[config.mk]
export PLATFORM = sky130hd
export DESIGN_NAME = systolic_seq_ctrl
export DESIGN_NICKNAME = d
export VERILOG_FILES = /design/src/rtl/systolic_pkg.sv /design/src/rtl/sched_decode.sv /design/src/rtl/systolic_seq_ctrl.sv
export SDC_FILE = /design/constraint.sdc
export NUM_CORES = 1
export LEC_CHECK = 0
export ABC_AREA = 1
export CAP_MARGIN = 20
export CORE_UTILIZATION = 51
export DETAILED_ROUTE_END_ITERATION = 10
export GPL_TIMING_DRIVEN = 0
export PLACE_DENSITY = 0.79
export SLEW_MARGIN = 20
export SYNTH_ARGS = -nofsm -noshare
export SYNTH_HDL_FRONTEND = slang
export SYNTH_SLANG_ARGS = --single-unit
[constraint.sdc]
create_clock -name clk -period 1.9 [get_ports clk]
set_clock_uncertainty 0.15 [all_clocks]
set_input_delay 0.38 -clock clk [delete_from_list [all_inputs] [get_ports clk]]
set_output_delay 0.38 -clock clk [all_outputs]
set_load 0.01 [all_outputs]
[src/rtl/systolic_pkg.sv]
// Shared types and default schedule constants for the systolic-array sequencer.
package systolic_pkg;

  typedef enum logic [1:0] {IDLE, RUN, DONE} state_e;

  localparam int CYCLES_PER_CASE = 17;
  localparam int FEED_START      = 1;
  localparam int FEED_LEN        = 4;
  localparam int CHECK_CYCLE     = 7;
  localparam int OUT_ROUNDS      = 8;
  localparam int FEED_IDX_W      = 5;

  typedef struct packed {
    logic acc_clr;
    logic feed_valid;
    logic start_check;
    logic out_valid;
  } sched_t;

endpackage

[src/rtl/sched_decode.sv]
// Combinational decode of the per-case cycle index into schedule strobes.
module sched_decode
  import systolic_pkg::*;
#(
  parameter int FEED_START  = systolic_pkg::FEED_START,
  parameter int FEED_LEN    = systolic_pkg::FEED_LEN,
  parameter int CHECK_CYCLE = systolic_pkg::CHECK_CYCLE,
  parameter int OUT_ROUNDS  = systolic_pkg::OUT_ROUNDS
) (
  input  logic [systolic_pkg::FEED_IDX_W-1:0] i_idx,
  output sched_t                              o_sched
);

  localparam logic [FEED_IDX_W-1:0] FEED_FIRST = FEED_IDX_W'(FEED_START);
  localparam logic [FEED_IDX_W-1:0] FEED_LAST  = FEED_IDX_W'(FEED_START + FEED_LEN - 1);
  localparam logic [FEED_IDX_W-1:0] CHK_FIRST  = FEED_IDX_W'(CHECK_CYCLE);
  localparam logic [FEED_IDX_W-1:0] CHK_LAST   = FEED_IDX_W'(CHECK_CYCLE + OUT_ROUNDS - 1);

  always_comb begin
    o_sched             = '0;
    o_sched.acc_clr     = (i_idx == '0);
    o_sched.feed_valid  = (i_idx >= FEED_FIRST) && (i_idx <= FEED_LAST);
    o_sched.start_check = (i_idx == CHK_FIRST);
    o_sched.out_valid   = (i_idx >= CHK_FIRST) && (i_idx <= CHK_LAST);
  end

endmodule

[src/rtl/systolic_seq_ctrl.sv]
// Case sequencer: walks BankAddr over all cases, running a fixed per-case
// schedule; every output is registered from the next-state values.
module systolic_seq_ctrl #(
  parameter int NUM_CASES       = 1024,
  parameter int ADDR_WIDTH      = 10,
  parameter int CYCLES_PER_CASE = systolic_pkg::CYCLES_PER_CASE,
  parameter int FEED_START      = systolic_pkg::FEED_START,
  parameter int FEED_LEN        = systolic_pkg::FEED_LEN,
  parameter int CHECK_CYCLE     = systolic_pkg::CHECK_CYCLE,
  parameter int OUT_ROUNDS      = systolic_pkg::OUT_ROUNDS
) (
  input  logic                                clk,
  input  logic                                rstnSys,
  input  logic                                startSys,
  output logic [ADDR_WIDTH-1:0]               BankAddr,
  output logic                                mem_en,
  output logic                                acc_clr,
  output logic                                feed_valid,
  output logic [systolic_pkg::FEED_IDX_W-1:0] feed_idx,
  output logic                                start_check,
  output logic                                out_valid,
  output logic                                busy,
  output logic                                done
);
  import systolic_pkg::*;

  if (CHECK_CYCLE + OUT_ROUNDS > CYCLES_PER_CASE) begin : g_chk_out
    $fatal(1, "output window does not fit in a case");
  end
  if (FEED_START + FEED_LEN > CYCLES_PER_CASE) begin : g_chk_feed
    $fatal(1, "feed window does not fit in a case");
  end
  if (FEED_START < 1) begin : g_chk_lat
    $fatal(1, "feed must start after the SRAM read latency");
  end

  localparam logic [FEED_IDX_W-1:0] LAST_IDX  = FEED_IDX_W'(CYCLES_PER_CASE - 1);
  localparam logic [ADDR_WIDTH-1:0] LAST_ADDR = ADDR_WIDTH'(NUM_CASES - 1);

  state_e                  r_state, w_state_nxt;
  logic [FEED_IDX_W-1:0]   r_idx,   w_idx_nxt;
  logic [ADDR_WIDTH-1:0]   r_addr,  w_addr_nxt;
  sched_t                  w_sched;
  logic                    w_run_nxt;

  // startSys is only sampled at case boundaries while running
  always_comb begin
    w_state_nxt = r_state;
    w_idx_nxt   = r_idx;
    w_addr_nxt  = r_addr;
    case (r_state)
      IDLE: if (startSys) begin
        w_state_nxt = RUN;
        w_idx_nxt   = '0;
      end
      RUN: if (r_idx == LAST_IDX) begin
        w_idx_nxt = '0;
        if (r_addr == LAST_ADDR) begin
          w_state_nxt = DONE;
        end else begin
          w_addr_nxt = r_addr + 1'b1;
          if (!startSys) w_state_nxt = IDLE;
        end
      end else begin
        w_idx_nxt = r_idx + 1'b1;
      end
      DONE: if (!startSys) begin
        w_state_nxt = IDLE;
        w_addr_nxt  = '0;
      end
      default: w_state_nxt = IDLE;
    endcase
  end

  sched_decode #(
    .FEED_START (FEED_START),
    .FEED_LEN   (FEED_LEN),
    .CHECK_CYCLE(CHECK_CYCLE),
    .OUT_ROUNDS (OUT_ROUNDS)
  ) u_dec (
    .i_idx  (w_idx_nxt),
    .o_sched(w_sched)
  );

  assign w_run_nxt = (w_state_nxt == RUN);

  always_ff @(posedge clk or negedge rstnSys) begin
    if (!rstnSys) begin
      r_state     <= IDLE;
      r_idx       <= '0;
      r_addr      <= '0;
      mem_en      <= 1'b0;
      acc_clr     <= 1'b0;
      feed_valid  <= 1'b0;
      start_check <= 1'b0;
      out_valid   <= 1'b0;
      busy        <= 1'b0;
      done        <= 1'b0;
    end else begin
      r_state     <= w_state_nxt;
      r_idx       <= w_idx_nxt;
      r_addr      <= w_addr_nxt;
      mem_en      <= w_run_nxt;
      acc_clr     <= w_run_nxt & w_sched.acc_clr;
      feed_valid  <= w_run_nxt & w_sched.feed_valid;
      start_check <= w_run_nxt & w_sched.start_check;
      out_valid   <= w_run_nxt & w_sched.out_valid;
      busy        <= w_run_nxt;
      done        <= (w_state_nxt == DONE);
    end
  end

  assign BankAddr = r_addr;
  assign feed_idx = r_idx;

endmodule

Word-level counts from Yosys, hierarchy flattened. Cells that the tools add are included.

Add/subtract/negate cells: 2. Magnitude comparators: 4. Equal/unequal tests: 10. Muxes and demuxes: 12. Bitwise logic cells: 4. Reductions and logical operators: 6.

Operators by type and width (count): $mux 10 (3); $pmux 10 s2 (1); $add 10x1->10 const B (1); $eq 10x10->1 const B (1); $mux 5 (2); $pmux 5 s2 (1); $mux 2 (4); $ne 2x2->1 const B (3); $pmux 2 s3 (1); $add 5x1->5 const B (1); $eq 5x3->1 const B (1); $eq 5x5->1 const B (1); $ge 5x1->1 const B (1); $ge 5x3->1 const B (1); $le 5x3->1 const B (1); $le 5x4->1 const B (1); $logic_not 5->1 (1); $and 1x1->1 (4); $eq 2x1->1 const B (2); $eq 2x2->1 const B (2); $reduce_and 4->1 (1); $logic_and 1x1->1 (2); $logic_not 2->1 (1); $reduce_bool 2->1 (1).

Bits in registers: 23. Bits of input ports: 3. Output and inout bits: 22. Logic and storage cells: 47.

Depth between registers and ports, before layout. Gate-level depths: netlist of the first run.

Word-level depth: 6. Mapped depth: 11. Mapped depth without buffers: 11.

Modules after synthesis. A second synthesis of the first run with hierarchy kept.

Cells, all modules: 172. Area, all modules: 1347.5 um2.

By module, submodules not included: systolic_seq_ctrl (times used 1, cells an instance 154, area an instance 1277.5 um2, sequential area each 575.6 um2); sched_decode (times used 1, cells an instance 18, area an instance 70.1 um2, sequential area each 0.0 um2).

Least setup slack after synthesis of the first run. OpenSTA, ideal clock, no wires.

Path kind: register to register. Start point: reg r_addr[0], in the netlist BankAddr[0]. End point: reg r_addr[0], in the netlist BankAddr[0]. Library setup time: 0.075 ns. Data arrival time: 1.429 ns. Required time: 1.675 ns. Slack: 0.246 ns. Cell stages (with the launch flop): 10. Buffers on the path: 0. Clock period less this slack: 1.654 ns. Path through: dfrtp_1 > ha_1 > nand2_1 > nor2_1 > nand3b_2 > nand3_4 > nand2_8 > inv_6 > nand2_1 > o21ai_2.

Word-level cells in the longest chain between the ends: 4. Elaborated cells on any way between the ends: 7. Those cells by class: 1 x add/sub; 2 x eq/ne; 3 x mux; 1 x reduce/logical.

RTL lines: start: declaration (RTL line systolic_seq_ctrl.sv:42) `logic [ADDR_WIDTH-1:0] r_addr, w_addr_nxt;`; start signal: assignment (RTL line systolic_seq_ctrl.sv:102) `r_addr <= w_addr_nxt;`; $add 10x1->10 (RTL line systolic_seq_ctrl.sv:61) `w_addr_nxt = r_addr + 1'b1;`; $mux 10 (RTL line systolic_seq_ctrl.sv:58) `if (r_addr == LAST_ADDR) begin`; $mux 10 (RTL line systolic_seq_ctrl.sv:56) `RUN: if (r_idx == LAST_IDX) begin`; $pmux 10 s2 (RTL line systolic_seq_ctrl.sv:51) `case (r_state)`.

Parallel ways exist; a longest one is shown, timed or not. The select of a mux whose other input is x is not followed. A chain may end at the register's enable or synchronous reset.

Final worst setup path of the first run.
Start point: reg r_addr[5], in the netlist BankAddr[5]. End point: out BankAddr[5].

RTL lines: end: declaration (RTL line systolic_seq_ctrl.sv:15) `output logic [ADDR_WIDTH-1:0] BankAddr,`.

No word-level cell between the ends.

==> results of run 1 <==
[sequential cells by signal, indices dropped and copies added, names as in the netlist]
name	flops
feed_idx	5
acc_clr	1
done	1
BankAddr	10
busy	1
feed_valid	1
r_state	2
start_check	1
out_valid	1
[stage by stage]
| stage | hold WS [ns] | power [uW] |
|---|---|---|
| after floorplan | -0.0656 | 1320 |
| after detailed placement | 0.403 | 1730 |
| after global routing | 0.399 | 2160 |
| final | 0.375 | 2000 |
| after global placement | 0.401 | 1680 |
| after CTS | 0.417 | 1950 |
[synthesized netlist by cell type, types with 2 or more instances]
library cell / n
xor2_1: 2
o21ai_0: 3
nand4_1: 3
o21ai_2: 2
nor2_1: 17
ha_1: 3
inv_2: 2
nor3_1: 2
dfrtp_1: 23
nand2_1: 42
o21ai_1: 6
xnor2_1: 2
nor2_4: 2
clkinv_1: 2
nand2_2: 2
inv_1: 14
o22ai_1: 2
nand3_1: 19
nor2_2: 4
[routing by layer]
metal	vias to the layer above	wire length (um)	part of all wire (%)
met5	-	0	0
met4	0	17	0.60
met3	2	126	4.4
met2	21	1470	52
met1	548	1230	43
li1	585	-	-
[worst max path at each step]
stage | start | endpoint | slack [ns] | depth (start not counted)
after floorplan | BankAddr[0] | BankAddr[0] | 0.25 | 9
after global placement | startSys | feed_valid | -0.06 | 10
after detailed placement | startSys | feed_valid | -0.14 | 10
after CTS | BankAddr[4] | BankAddr[4] | 0.008 | 1
after global routing | feed_idx[0] | out_valid | -0.05 | 11
final | BankAddr[5] | BankAddr[5] | 0.05 | 1
[logic make-up after synthesis]
| family | Yosys count | synth area share (%) |
|---|---|---|
| buffers and inverters | 20 | 6.49 |
| flip-flops | 23 | 44.5 |
| AO/OA/AOI/OAI | 15 | 6.78 |
| AND/OR/NAND/NOR | 96 | 36.6 |
| XOR/XNOR | 4 | 2.71 |
| adder cells (fa/ha/maj) | 3 | 2.90 |
[cell usage in the layout, fill, tap and decap left out, types with 2 or more instances in the layout]
cell type	netlist	final
buf_4	1	3
clkbuf_4	0	3
clkdlybuf4s50_1	0	23
clkinv_1	2	2
dfrtp_1	23	18
dfrtp_2	0	5
ha_1	3	3
inv_1	14	14
inv_2	2	2
nand2_1	42	40
nand2_2	2	4
nand3_1	19	19
nand4_1	3	3
nor2_1	17	17
nor2_2	4	4
nor2_4	2	2
nor3_1	2	2
o21ai_0	3	3
o21ai_1	6	6
o21ai_2	2	2
o22ai_1	2	2
xnor2_1	2	2
xor2_1	2	2
[repair_timing]
item                       4_1_cts  5_1_grt
setup endpoints to repair        2       11
gates resized for setup          2        5
hold endpoints to repair         0       23
hold buffers                     0        1
pin swaps                        0        0
setup buffers                    0        2
[cell type report]
| cell class | count | area [sq um] | area share (%) |
|---|---|---|---|
| repair buffers | 27 | 260 | 16.0 |
| multi-input cells | 118 | 638 | 39.2 |
| flip-flops and latches | 23 | 582 | 35.8 |
| clock inverters | 1 | 5.00 | 0.308 |
| clock buffers | 3 | 22.5 | 1.38 |
| inverters | 19 | 76.3 | 4.69 |
| well taps | 28 | 35.0 | 2.15 |
| plain buffers | 1 | 7.51 | 0.462 |
[where the power goes]
group | internal, uW | switching (uW) | total, uW
Clock | 78.5 | 149 | 227
Sequential | 625 | 148 | 773
Combinational | 452 | 546 | 998
Total | 1160 | 842 | 2000
==> impl_results.md, run 1 <==
* Status: finished, final reports clean
* Buf/Inv on CP at 1
* Reg clk slew, reported paths at 0.13 ns
* # fillers at 190
* Worst reg2reg path endpoint: feed_valid
* TritonCTS buffer count at 3
* Worst-Skew Late Latency at just over 0.3 ns
* Max-Cap Viols at 0
* Hold_sp: BankAddr[0]
* I/O pin cnt at 25
* RR Startpoint: BankAddr[0]
* Mapped Area at 0.00129 sq mm
* Router iterations before antenna repair at 4
* Clock root cell: clkbuf_4
* First-pass GRT wire length at 4.69 mm
* Hold depth at 1
* Num Clock Sinks at 23
* Port-buffer cells at 24
* Yosys top cell by area: dfrtp_1
* Share of the synthesized area in the top cell type at 44.5%
* Initial core utilization at 56.3%
* CTS tree: yes
* Max incr delay on CP at ~0.57 ns
* Post-synth EDFFs at 0
* Warnings, synthesis at 0
* Final Net Count at 199
* Clk buf depth at 2
* Highest clock rate at 539 MHz
* Register area share after synthesis at between 40% and 50%
* Placed inst area at between 0.0015 and 0.002 sq mm
* GR Util met1 at 29.7%
* CP Cell Sequence: clkdlybuf4s50_1
* Htree depth at 1
* Worst-Margin Slew at 0.525 ns
* Dpl ws at -0.136 ns
* Die area at 0.00274 sq mm
* Synthesized Nets at 167
* Req. time, crit path at 1.37 ns
* Busiest layer in global routing: met2
* Worst vdd ir at ~1.2 mV
* Arr. time, crit path at 1.32 ns
* Final instance area at 0.00163 sq mm
* Share of layout cells above drive strength 1 at roughly 17%
* Final Non-Filler Cells at 220
* Finish-stage setup viols at 0
* Slowest CP cell: clkdlybuf4s50_1
* Setup crit end kind: primary output
* Core area at 0.00230 sq mm
* Power Density at between 1000 and 1500 mW/mm^2
* Reg2Reg Depth at 8
* Register bit total from synthesis at 23
* Total GRT Usage at 23.5%
* Area Overhead vs Synth at 25.8%
* Met2 Track Usage GR at roughly 40%
* Startpoint type of the worst setup path: flip-flop
* DRT iter0 DRCs at 24
* Asr flop ratio synth at 100%
* Rel. slew slack at 65.0%
* Hold Crit Class: flip-flop to flip-flop
* Crit Path Class: flip-flop to primary output
* Vias per cell at 5.25
* Crit-path leading delay family: buffers and inverters
* Placed Cells at 213
* Total negative slack at 0 ns
* Gp weighted congestion at 0.863
* Total Wirelength at 2.84 mm
* Hold EP: BankAddr[0]
* Largest net degree at the start of global routing at 24
* Tmin final at 1.85 ns
* Initial antenna violation count at 0
* # rows at 17
* Via Count at 1156
* Leak at between 0.0007 and 0.0008 uW
* Post-DP HPWL at 2.15 mm
* R2r setup slk at around 0.15 ns
* Vias in the first global route at 1058
* Antenna Cells at 0
* Congestion Overflow GR at 0
* Final hold vios at 0
* Met3 usage at 5.22%
* Chip height at 52.3 um
* Avg WL per Cell at 12.9 um
* Chip width at about 52 um
* Most used DFF post-synth: dfrtp_1
* Avg Inst Size Synth at around 8 sq um
* Post-route setup slack at 0.0454 ns
* Ranking of synthesized cells by area: dfrtp_1, nand2_1, nand3_1
* Top fanout value on the critical path at 6
* Share of the clock period used by the worst path at 97.6%
* RSZ-0062 raised after global routing: true
* Cells after Synth at 161
* Number of remaining DRC errors at 0
* Fin. max-slew vios at 0
* Util after Layout at 70.8%
* Yosys cell types at 28
* Routed Antenna Nets at 0
No activity file was read; power rests on OpenSTA's default activity.
==> run 2: changes to the inputs <==
Settings changed: TNS_END_PERCENT set to 5.
==> run 2 against run 1 <==
  * Wire length rose by 0.71%
  * Cell count fell by 0.45%
  * Core utilization did not move
  * Via count fell by 0.43%
  * Count of clock-buffer cells in the layout did not move
  * Non-clock buffer count fell by 1
  * Worst hold slack improved by 0.036 ns
  * Sequential share of layout area did not move
  * Total power fell by 0.62%
  * Register-to-register slack got worse by 0.10 ns
  * First-iteration DRC count fell by 42%
  * Highest routed layer unchanged
==> impl_results.md, run 2 (synthesis gave the netlist of run 1 again) <==
* Critical Path Stages at 1
* Htree depth at 1
* Slowest CP cell: clkdlybuf4s50_1
* Core area at around 0.0023 sq mm
* Num Clock Sinks at 23
* Final hold vios at 0
* Setup crit end kind: primary output
* Post-DP HPWL at 2.15 mm
* Clock root cell: clkbuf_4
* Share of layout cells above drive strength 1 at 17.3%
* Vias in the first global route at between 1k and 1.5k
* RSZ-0062 raised after global routing: true
* Avg WL per Cell at 13.0 um
* Antenna Cells at 0
* Dpl ws at -0.136 ns
* Fin. max-slew vios at 0
* Number of remaining DRC errors at 0
* CP Cell Sequence: clkdlybuf4s50_1
* Startpoint type of the worst setup path: flip-flop
* Rel. slew slack at 65.0%
* Final instance area at 0.00163 sq mm
* Post-route setup slack at 0.0433 ns
* Final hold slack at 0.411 ns
* Share of the clock period used by the worst path at 97.7%
* Worst-Skew Late Latency at approximately 0.30 ns
* Via Count at around 1.2k
* Max incr delay on CP at 0.57 ns
* Leak at just under 0.0008 uW
* R2r setup slk at 0.05 ns
* Port-buffer cells at 24
* Commonest non-fill, non-tap cell in the layout: nand2_1
* Total GRT Usage at approximately a quarter
* Reg2Reg Depth at 9
* Total Wirelength at 2.86 mm
* Reg clk slew, reported paths at 0.13 ns
* # rows at 17
* Worst-Margin Slew at approximately 0.53 ns
* Met3 usage at 5.22%
* I/O pin cnt at 25
* Req. time, crit path at roughly 1.4 ns
* Chip height at 52.3 um
* Congestion Overflow GR at 0
* Highest clock rate at 539 MHz
* DRT iter0 DRCs at 14
* Initial antenna violation count at 0
* Max-Cap Viols at 0
* Crit-path leading delay family: buffers and inverters
* Placed inst area at 0.00157 sq mm
* Area Overhead vs Synth at 25.8%
* Crit Path Class: flip-flop to primary output
* Power Density at 1220 mW/mm^2
* GR Util met1 at about 30%
* Met2 Track Usage GR at between 40% and 50%
* Router iterations before antenna repair at 4
* Initial core utilization at 56.3%
* Tmin final at roughly 1.9 ns
* Hold Crit Class: input pin to asynchronous set/reset pin
* Finish-stage setup viols at 0
* Worst reg2reg path endpoint: feed_valid
* Final Net Count at 198
* Routed Antenna Nets at 0
* Chip width at 52.3 um
* Vias per cell at 5.26
* Busiest layer in global routing: met2
* Worst vdd ir at between 1 and 1.5 mV
* Largest net degree at the start of global routing at 24
* Clk buf depth at 2
* Buf/Inv on CP at 1
* First-pass GRT wire length at around 4.7 mm
* Status: finished, final reports clean
* Gp weighted congestion at 0.863
* Commonest cells after routing, fill and taps aside: nand2_1, clkdlybuf4s50_1, nand3_1, dfrtp_1, nor2_1
* TritonCTS buffer count at 3
* Top fanout value on the critical path at 7
* CTS tree: yes
* Arr. time, crit path at 1.33 ns
* RR Startpoint: feed_idx[0]
* Max reg flops at 10
* Die area at 0.00274 sq mm
-- run 2: changes by cell type in the layout (fill, tap and decap cells not counted) --
cell / previous run / this run
nand2_2: 4 / 6
clkdlybuf4s50_1: 23 / 22
nand2_1: 40 / 38
buf_4: 3 / 2
dlymetal6s2s_1: 0 / 1
-- run 2: worst max-delay path by stage --
| stage | from | to | slack [ns] |
|---|---|---|---|
| 2_1_floorplan | BankAddr[0] | BankAddr[0] | 0.25 |
| 3_3_place_gp | startSys | feed_valid | -0.06 |
| 3_5_place_dp | startSys | feed_valid | -0.14 |
| 4_1_cts | BankAddr[4] | BankAddr[4] | 0.008 |
| 5_1_grt | feed_idx[1] | feed_valid | -0.06 |
| 6_report | feed_idx[2] | feed_idx[2] | 0.04 |
-- run 2: final cells by class --
cell class | instances | area (sq um)
Clock buffer | 3 | 22.5
Sequential cell | 23 | 582
Multi-Input combinational cell | 118 | 643
Tap cell | 28 | 35.0
Inverter | 19 | 76.3
Clock inverter | 1 | 5.00
Timing Repair Buffer | 26 | 255
Buffer | 1 | 7.51
Fill cell | 188 | 671
-- run 2: metrics by stage --
stage	cells	util [%]	total power, uW	TNS (ns)
after floorplan	161	-	1320	0
after global placement	213	68.2	1680	-0.0956
after detailed placement	213	68.2	1730	-0.369
after CTS	217	69.6	1950	0
after global routing	219	70.8	2150	-0.233
final	219	70.8	1990	0
-- run 2: what timing repair did --
item | 4_1_cts | 5_1_grt
resized for setup | 2 | 8
endpoints found under the setup margin | 2 | 11
pin swaps | 0 | 0
buffers inserted | 0 | 1
endpoints found under the hold margin | 0 | 23
hold buffers | 0 | 1
-- run 2: layer usage --
metal	part of all wire [%]	vias up
li1	-	582
met1	44	537
met2	50	24
met3	3.4	8
met4	2.6	0
met5	0	-
-- run 2: report_power, final --
part           total, uW  switching, uW  internal (uW)
clock network        225            147           78.5
registers            780            155            625
logic                980            541            440
==> run 3: changes to the inputs <==
Settings changed: RECOVER_POWER set to 50, TNS_END_PERCENT 5 to 10.
==> run 3 against run 2 <==
  * Total power unchanged
  * Die area unchanged
  * Count of clock-buffer cells in the layout unchanged
  * Core utilization unchanged
  * Cell count did not move
  * Sequential share of layout area is the same
  * Worst hold slack is the same
  * Global-route usage unchanged
  * Sequential cell count is the same
  * Via count is the same
  * Cell area is the same
  * Largest power group unchanged
==> impl_results.md, run 3 (synthesis gave the netlist of run 1 again) <==
* Max incr delay on CP at about 0.57 ns
* Slowest CP cell: clkdlybuf4s50_1
* # fillers at around 190
* Power Density at 1220 mW/mm^2
* Chip height at ~52 um
* Router iterations before antenna repair at 4
* Hold Crit Class: flip-flop to flip-flop
* Largest net degree at the start of global routing at 24
* Crit Path Class: flip-flop to primary output
* Share of the clock period used by the worst path at between 90% and 100%
* RSZ-0062 raised after global routing: true
* Finish-stage setup viols at 0
* Util after Layout at 70.8%
* Vias per cell at 5.26
* Final Net Count at ~200
* Sequential power share at approximately two fifths
* Req. time, crit path at roughly 1.4 ns
* Avg WL per Cell at around 13 um
* Gp weighted congestion at around 0.86
* Status: finished, final reports clean
* Max-Cap Viols at 0
* Clk buf depth at 2
* Comb pwr share at about half
* Multi-input logic area at 643 sq um
* Total Wirelength at roughly 2.9 mm
* Internal power at 1140 uW
* Number of remaining DRC errors at 0
* CTS tree: yes
* Reg clk slew, reported paths at 0.13 ns
* Congestion Overflow GR at 0
* Num Clock Sinks at 23
* Tmin final at 1.86 ns
* Worst-Margin Slew at around 0.6 ns
* Share of layout cells above drive strength 1 at about 17%
* I/O pin cnt at 25
* Final hold vios at 0
* Chip width at 52.3 um
* Max reg flops at 10
* Fin. max-slew vios at 0
* Port-buffer cells at 24
* FF+latch area at 582 sq um
* Clock root cell: clkbuf_4
* Top fanout value on the critical path at 7
* R2r setup slk at 0.05 ns
* Startpoint type of the worst setup path: flip-flop
* Commonest non-fill, non-tap cell in the layout: nand2_1
* Die area at 0.00274 sq mm
* Vias in the first global route at 1058
* Core area at 0.00230 sq mm
* Hold_sp: BankAddr[0]
* Via Count at roughly 1.2k
* Worst-Skew Late Latency at 0.30 ns
* Crit. Startpoint: feed_idx[2]
* First-pass GRT wire length at ~4.7 mm
* Placed Cells at 213
* RR Startpoint: feed_idx[0]
* Final Non-Filler Cells at between 200 and 250
* Clk pwr share at 11.3%
* CP Cell Sequence: clkdlybuf4s50_1
* Arr. time, crit path at ~1.3 ns
* Sw Share at 42.4%
* Rel. slew slack at 61.0%
* Routed Antenna Nets at 0
* Highest clock rate at 539 MHz
* TritonCTS buffer count at 3
* Antenna Cells at 0
* Post-DP HPWL at 2.15 mm
* Worst vdd ir at ~1.2 mV
* Commonest cells after routing, fill and taps aside: nand2_1, clkdlybuf4s50_1, nand3_1, dfrtp_1, nor2_1
* Buf/Inv on CP at 1
* Initial core utilization at 56.3%
* Total GRT Usage at between 20% and 30%
* Area Overhead vs Synth at 25.8%
* Initial antenna violation count at 0
* Crit-path leading delay family: buffers and inverters
* Leak at 0.000772 uW
* # rows at 17
* Htree depth at 1
* Sw Pwr at ~840 uW
* Setup crit end kind: primary output
* DRT iter0 DRCs at 14
run 3: per-layer routing:
metal  GRT usage, %  wire length [um]  up-vias
li1               -                 -      582
met1           29.7              1250      537
met2           40.5              1430       24
met3           5.22                97        8
met4           5.26                74        0
met5              0                 0        -
run 3: power groups by stage:
stage / Clock, uW / Sequential (uW) / Combinational, uW
final: 225 / 780 / 980
after global routing: 253 / 797 / 1100
after CTS: 230 / 776 / 947
after detailed placement: 0 / 784 / 944
after global placement: 0 / 780 / 898
after floorplan: 0 / 820 / 503
run 3: area by class of cell:
class | instances | area share [%]
timing repair buffer | 26 | 15.7
clock inverter | 1 | 0.308
inverter | 19 | 4.69
sequential | 23 | 35.8
clock buffer | 3 | 1.38
multi-input combinational | 118 | 39.5
buffer | 1 | 0.462
tap | 28 | 2.15
run 3: path summary, 6_finish.rpt:
check	to	cells past startpoint
worst max-delay path	feed_idx[2]	1
worst min-delay path	BankAddr[0]	1
worst max register to register	feed_valid	9
worst min register to register	BankAddr[0]	1
max in group asynchronous	feed_idx[2]	2
min in group asynchronous	r_state[1]	2
run 3: what timing repair did:
action,CTS,global route
pin swaps,0,0
hold buffers,0,1
gates resized for setup,2,8
setup endpoints to repair,2,11
buffers inserted,0,1
endpoints found under the hold margin,0,23
run 3: stage by stage:
stage	worst slack [ns]	setup TNS, ns	hold WS [ns]	total power [uW]	instance area (sq um)
2_1_floorplan	0.246	0	-0.0656	1320	1290
3_3_place_gp	-0.0585	-0.0956	0.401	1680	1570
3_5_place_dp	-0.136	-0.369	0.403	1730	1570
4_1_cts	0.00763	0	0.417	1950	1600
5_1_grt	-0.0620	-0.233	0.443	2150	1630
6_report	0.0433	0	0.411	1990	1630
